File: config.mk
export PLATFORM = sky130hd
export DESIGN_NAME = ika9958_vram_arb
export DESIGN_NICKNAME = d
export VERILOG_FILES = /design/src/rtl/ika9958_vram_arb.sv
export SDC_FILE = /design/constraint.sdc
export NUM_CORES = 1
export LEC_CHECK = 0
export CAP_MARGIN = 20
export CORE_ASPECT_RATIO = 1.4
export CORE_MARGIN = 5
export CORE_UTILIZATION = 30
export DETAILED_ROUTE_END_ITERATION = 7
export SLEW_MARGIN = 20
export SYNTH_ARGS = -nofsm -noshare
export SYNTH_HDL_FRONTEND = slang
export SYNTH_SLANG_ARGS = --single-unit
File: constraint.sdc
create_clock -name i_XTAL1 -period 2.2 [get_ports i_XTAL1]
set_clock_uncertainty 0.05 [all_clocks]
set_input_delay 0.44 -clock i_XTAL1 [delete_from_list [all_inputs] [get_ports i_XTAL1]]
set_output_delay 0.44 -clock i_XTAL1 [all_outputs]
set_load 0.01 [all_outputs]
File: src/rtl/ika9958_vram_arb.sv
// VRAM access arbiter/sequencer: hands free display slots to the CPU or the
// command engine and runs one RAS/CAS/WE cycle per granted slot.
//
// Request/acknowledge handshake (CPU and command ports behave identically):
// a requester raises REQ with RD/ADDR/WDATA stable and holds them until its
// ACK. ACK is a single i_XTAL1-cycle pulse on the first clock of DONE. The
// grant latches the fields, so dropping REQ after the grant does not cancel
// the access. A REQ still high once the sequencer is back in IDLE counts as
// a new request.
module ika9958_vram_arb #(
  parameter int AW         = 17,
  parameter int STARVE_MAX = 2
) (
  input  logic          i_XTAL1,
  input  logic          i_RST_n,
  input  logic          i_CEN,
  input  logic          i_SLOT_START,
  input  logic          i_SLOT_FREE,
  input  logic          i_DISP_OFF,
  input  logic          i_CPU_REQ,
  input  logic          i_CPU_RD,
  input  logic [AW-1:0] i_CPU_ADDR,
  input  logic [7:0]    i_CPU_WDATA,
  output logic          o_CPU_ACK,
  input  logic          i_CMD_REQ,
  input  logic          i_CMD_RD,
  input  logic [AW-1:0] i_CMD_ADDR,
  input  logic [7:0]    i_CMD_WDATA,
  output logic          o_CMD_ACK,
  output logic [7:0]    o_RDATA,
  output logic [AW-1:0] o_VA,
  output logic [7:0]    o_VDO,
  output logic          o_VDO_OE,
  input  logic [7:0]    i_VDI,
  output logic          o_RAS_n,
  output logic          o_CAS_n,
  output logic          o_WE_n,
  output logic          o_BUSY,
  output logic [1:0]    o_DBG_STATE,
  output logic [1:0]    o_DBG_STARVE
);

  typedef enum logic [1:0] {IDLE = 2'd0, ADDR = 2'd1, DATA = 2'd2, DONE = 2'd3} state_t;

  state_t      state;
  logic [1:0]  starve_cnt;
  logic        rd_q;
  logic [7:0]  wdata_q;
  logic        owner_q;   // 1 = command engine owns the current access

  logic        slot_ok;
  logic        grant;
  logic        cmd_starved;
  logic        cmd_win;

  // A usable slot: CEN-qualified start that display/refresh left free.
  assign slot_ok     = i_CEN & i_SLOT_START & (i_SLOT_FREE | i_DISP_OFF);
  assign grant       = (state == IDLE) & slot_ok & (i_CPU_REQ | i_CMD_REQ);
  assign cmd_starved = ({30'd0, starve_cnt} >= 32'(STARVE_MAX));
  // CPU has priority unless the command engine has waited long enough.
  assign cmd_win     = i_CMD_REQ & (~i_CPU_REQ | cmd_starved);

  assign o_DBG_STATE  = state;
  assign o_DBG_STARVE = starve_cnt;

  // Sequencer FSM with registered DRAM strobes, data bus and acknowledges.
  always_ff @(posedge i_XTAL1 or negedge i_RST_n) begin
    if (!i_RST_n) begin
      state     <= IDLE;
      rd_q      <= 1'b0;
      wdata_q   <= 8'd0;
      owner_q   <= 1'b0;
      o_VA      <= '0;
      o_VDO     <= 8'd0;
      o_VDO_OE  <= 1'b0;
      o_RDATA   <= 8'd0;
      o_RAS_n   <= 1'b1;
      o_CAS_n   <= 1'b1;
      o_WE_n    <= 1'b1;
      o_BUSY    <= 1'b0;
      o_CPU_ACK <= 1'b0;
      o_CMD_ACK <= 1'b0;
    end else begin
      // Acks last one master clock, independent of CEN.
      o_CPU_ACK <= 1'b0;
      o_CMD_ACK <= 1'b0;
      if (i_CEN) begin
        case (state)
          IDLE: begin
            if (grant) begin
              state   <= ADDR;
              owner_q <= cmd_win;
              rd_q    <= cmd_win ? i_CMD_RD    : i_CPU_RD;
              wdata_q <= cmd_win ? i_CMD_WDATA : i_CPU_WDATA;
              o_VA    <= cmd_win ? i_CMD_ADDR  : i_CPU_ADDR;
              o_RAS_n <= 1'b0;
              o_BUSY  <= 1'b1;
            end
          end
          ADDR: begin
            state   <= DATA;
            o_CAS_n <= 1'b0;
            if (!rd_q) begin
              o_WE_n   <= 1'b0;
              o_VDO_OE <= 1'b1;
              o_VDO    <= wdata_q;
            end
          end
          DATA: begin
            state    <= DONE;
            o_RAS_n  <= 1'b1;
            o_CAS_n  <= 1'b1;
            o_WE_n   <= 1'b1;
            o_VDO_OE <= 1'b0;
            if (rd_q) o_RDATA <= i_VDI;
            o_CPU_ACK <= ~owner_q;
            o_CMD_ACK <= owner_q;
          end
          DONE: begin
            state  <= IDLE;
            o_BUSY <= 1'b0;
          end
          default: state <= IDLE;
        endcase
      end
    end
  end

  // Starvation counter: counts CPU wins over a waiting command engine.
  always_ff @(posedge i_XTAL1 or negedge i_RST_n) begin
    if (!i_RST_n) begin
      starve_cnt <= 2'd0;
    end else if (slot_ok) begin
      if (!i_CMD_REQ) begin
        starve_cnt <= 2'd0;
      end else if (grant) begin
        if (cmd_win)                starve_cnt <= 2'd0;
        else if (starve_cnt != 2'd3) starve_cnt <= starve_cnt + 2'd1;
      end
    end
  end

endmodule

==> impl_metrics.yaml <==
timing:
  max_slew.worst_pin.slew_ns: 0.512
  holdWs_ns: 0.0636
  setup_viol_count_final: 0
  slew_headroom: 0.659
  fmax_mhz: 538
  setup_slack_ns: 0.340
  period_minus_slack_ns: 1.86
  fin_setup_tns_ns: 0
  hold_viol_final: 0
  min_period_over_period: 0.846
  maxSlewViolCount: 0
  rsz0062_at_grt: "no"
clocking:
  clock-sinks: 54
  post_cts_buffers: 0
  h-tree-depth: 2
  clk_root_buffer_cell: "clkbuf_16"
  cts_buffers: 5
  clock_latency_ns: 0.29
  cts.reportedPaths.clkPinSlew_ns: 0.07
  cts_resized: 0
  cts_tree: "built"
  holdBufCountCts: 0
  clk_path_buf_depth: 2
drt:
  via_per_inst: 5.14
  ant_nets: 0
  route.vias.total: 2343
  drt-wirelength-per-cell_um: 17.3
  wirelength_mm: 7.87
  drc_errors: 0
  initialDrtViolationCount: 98
  dr.pass1.iters: 4
placement:
  dp_hpwl_mm: 5.69
  port_buffers: 111
  gp_congestion: 0.772
  preCtsSetupSlack_ns: 0.100
pwr:
  intPower_uw: 3220
  swShare: 0.318
  irDropWorstVdd_v: 0.000523
  power.share.sequential: 0.370
  power_frac_comb: 0.439
  switchingPower_uw: 1510
  powerDensity_nw_per_um2: 1180
  clockPowerShare: 0.191
  p_leak_uw: 0.00162
floorplan:
  initial_core_util: 0.309
  die-area_um2: 10500
  die_width_um: 87.8
  core_um2: 8250
  die_h_um: 119
  io_pins: 112
  fp-row-count: 39
critical_path:
  worstPathMaxFanout: 3
  endpoint_kind: "register"
  cp-start-kind: "register"
  crit_required_ns: 2.33
  criticalPathCategory: "register to register"
  cp.arrival_ns: 1.99
finish:
  drive_gt1_frac: 0.133
  area_growth_pct: 57.8
  layout_common_cells: "110 x clkdlybuf4s50_1, 51 x dfrtp_1, 30 x o21ai_0, 27 x nand3_1, 27 x a21oi_1"
  mostFrequentLayoutCell: "clkdlybuf4s50_1"
  fillCellCount: 803
  nets: 427
  insertedDiodeCount: 0
global_route:
  grt-ovfl-total: 0
  track_usage: 0.152
  grt_pass1_wl_mm: 12.7
  grt_pass1_vias: 2505
  grt_max_degree: 35
  antenna_found_initial: 0
logic_synthesis:
  synthFlopType: "dfrtp_1"
  synth_edf_count: 0
  syn_area_um2: 2540
  synth.avg_cell_area_um2: 10.5
  netlist_instances: 243
  synth-async-reset-ratio: 1.00
  yosys-top-cells-area: "dfrtp_1 50%, mux2_2 8.0%, a31oi_1 6.4%"
  synth_nets: 317
  ys_ff_latch: 54
  synth_top_area_share: 0.501
  yosysTopAreaCell: "dfrtp_1"
  ys_seq_area_frac: 0.532
  synthDistinctLibCells: 36
  synth_warnings: 0
hold_path:
  hp-class: "primary input to async pin"
run_status:
  status: "complete, no violations"
run:
  cap_viol_max_count: 0
## metal layers
metal	global-route usage	up-vias	routed length [µm]
li1	-	1127	-
met1	0.193	1131	3350
met2	0.267	78	3990
met3	0.0262	7	475
met4	0.0288	0	57
met5	0	-	0
## final cells by class
class / instances / area, µm² / share of cell area
Timing Repair Buffer: 124 / 1270 / 0.315
Clock inverter: 3 / 43.8 / 0.0109
Tap cell: 102 / 128 / 0.0318
Inverter: 5 / 18.8 / 0.00467
Multi-Input combinational cell: 163 / 1080 / 0.269
Clock buffer: 5 / 125 / 0.0312
Sequential cell: 54 / 1360 / 0.337
## power by group through the flow
stage / Clock (µW) / Combinational, µW / Sequential [µW]
after floorplan: 0 / 774 / 1910
after global placement: 0 / 2080 / 1750
after detailed placement: 0 / 2110 / 1770
after CTS: 922 / 2120 / 1760
after global routing: 955 / 2270 / 1820
final: 903 / 2080 / 1750
## final timing paths
check                           startpoint         endpoint  slack, ns  cells past startpoint
setup / recovery           o_DBG_STARVE[0]  o_DBG_STARVE[1]       0.34                      5
hold / removal                     i_RST_n           o_BUSY       0.06                      1
setup reg to reg           o_DBG_STARVE[0]  o_DBG_STARVE[1]       0.34                      5
hold reg to reg                    owner_q        o_CPU_ACK       0.43                      1
max in group asynchronous          i_RST_n           o_WE_n       1.43                      2
min in group i_XTAL1               owner_q        o_CPU_ACK       0.43                      1
## sequential cells by signal, summed over array words and instances (netlist names)
register / cells
o_WE_n: 1
rd_q: 1
o_DBG_STARVE: 2
o_CAS_n: 1
o_CMD_ACK: 1
wdata_q: 8
owner_q: 1
o_BUSY: 1
o_RDATA: 8
o_VA: 17
o_RAS_n: 1
o_DBG_STATE: 2
o_VDO: 8
o_CPU_ACK: 1
o_VDO_OE: 1
## cells by family after synthesis
logic type	synth area share
buffers and inverters	0.0462
flip-flops	0.532
AND/OR/NAND/NOR	0.0890
multiplexers	0.0796
adder cells (fa/ha/maj)	0.0295
AO/OA/AOI/OAI	0.223
## cell usage after synthesis, drive strengths merged (3+ instances only)
cell type and instances:
a21oi 27, a31oi 26, buf 11, clkbuf 10, dfrtp 51, dfstp 3
ha 6, inv 5, mux2 18, nand2 4, nand3 27, nor2 4
o21ai 31
## through the flow
| stage | power (µW) | instances | instance area, µm² | utilization |
|---|---|---|---|---|
| 3_3_place_gp | 3830 | 448 | 3850 | 0.466 |
| 2_1_floorplan | 2680 | 243 | 2540 | - |
| 3_5_place_dp | 3880 | 448 | 3850 | 0.466 |
| 5_1_grt | 5040 | 456 | 4020 | 0.487 |
| 6_report | 4730 | 456 | 4020 | 0.487 |
| 4_1_cts | 4790 | 456 | 4020 | 0.487 |
## critical path, cell delays in order (launching register included)
cell,delay (ns)
dfrtp_1,0.39
inv_1,0.09
ha_1,0.25
or3b_1,0.41
or3_4,0.34
o41ai_2,0.22
(Power assumes the default switching activity.)
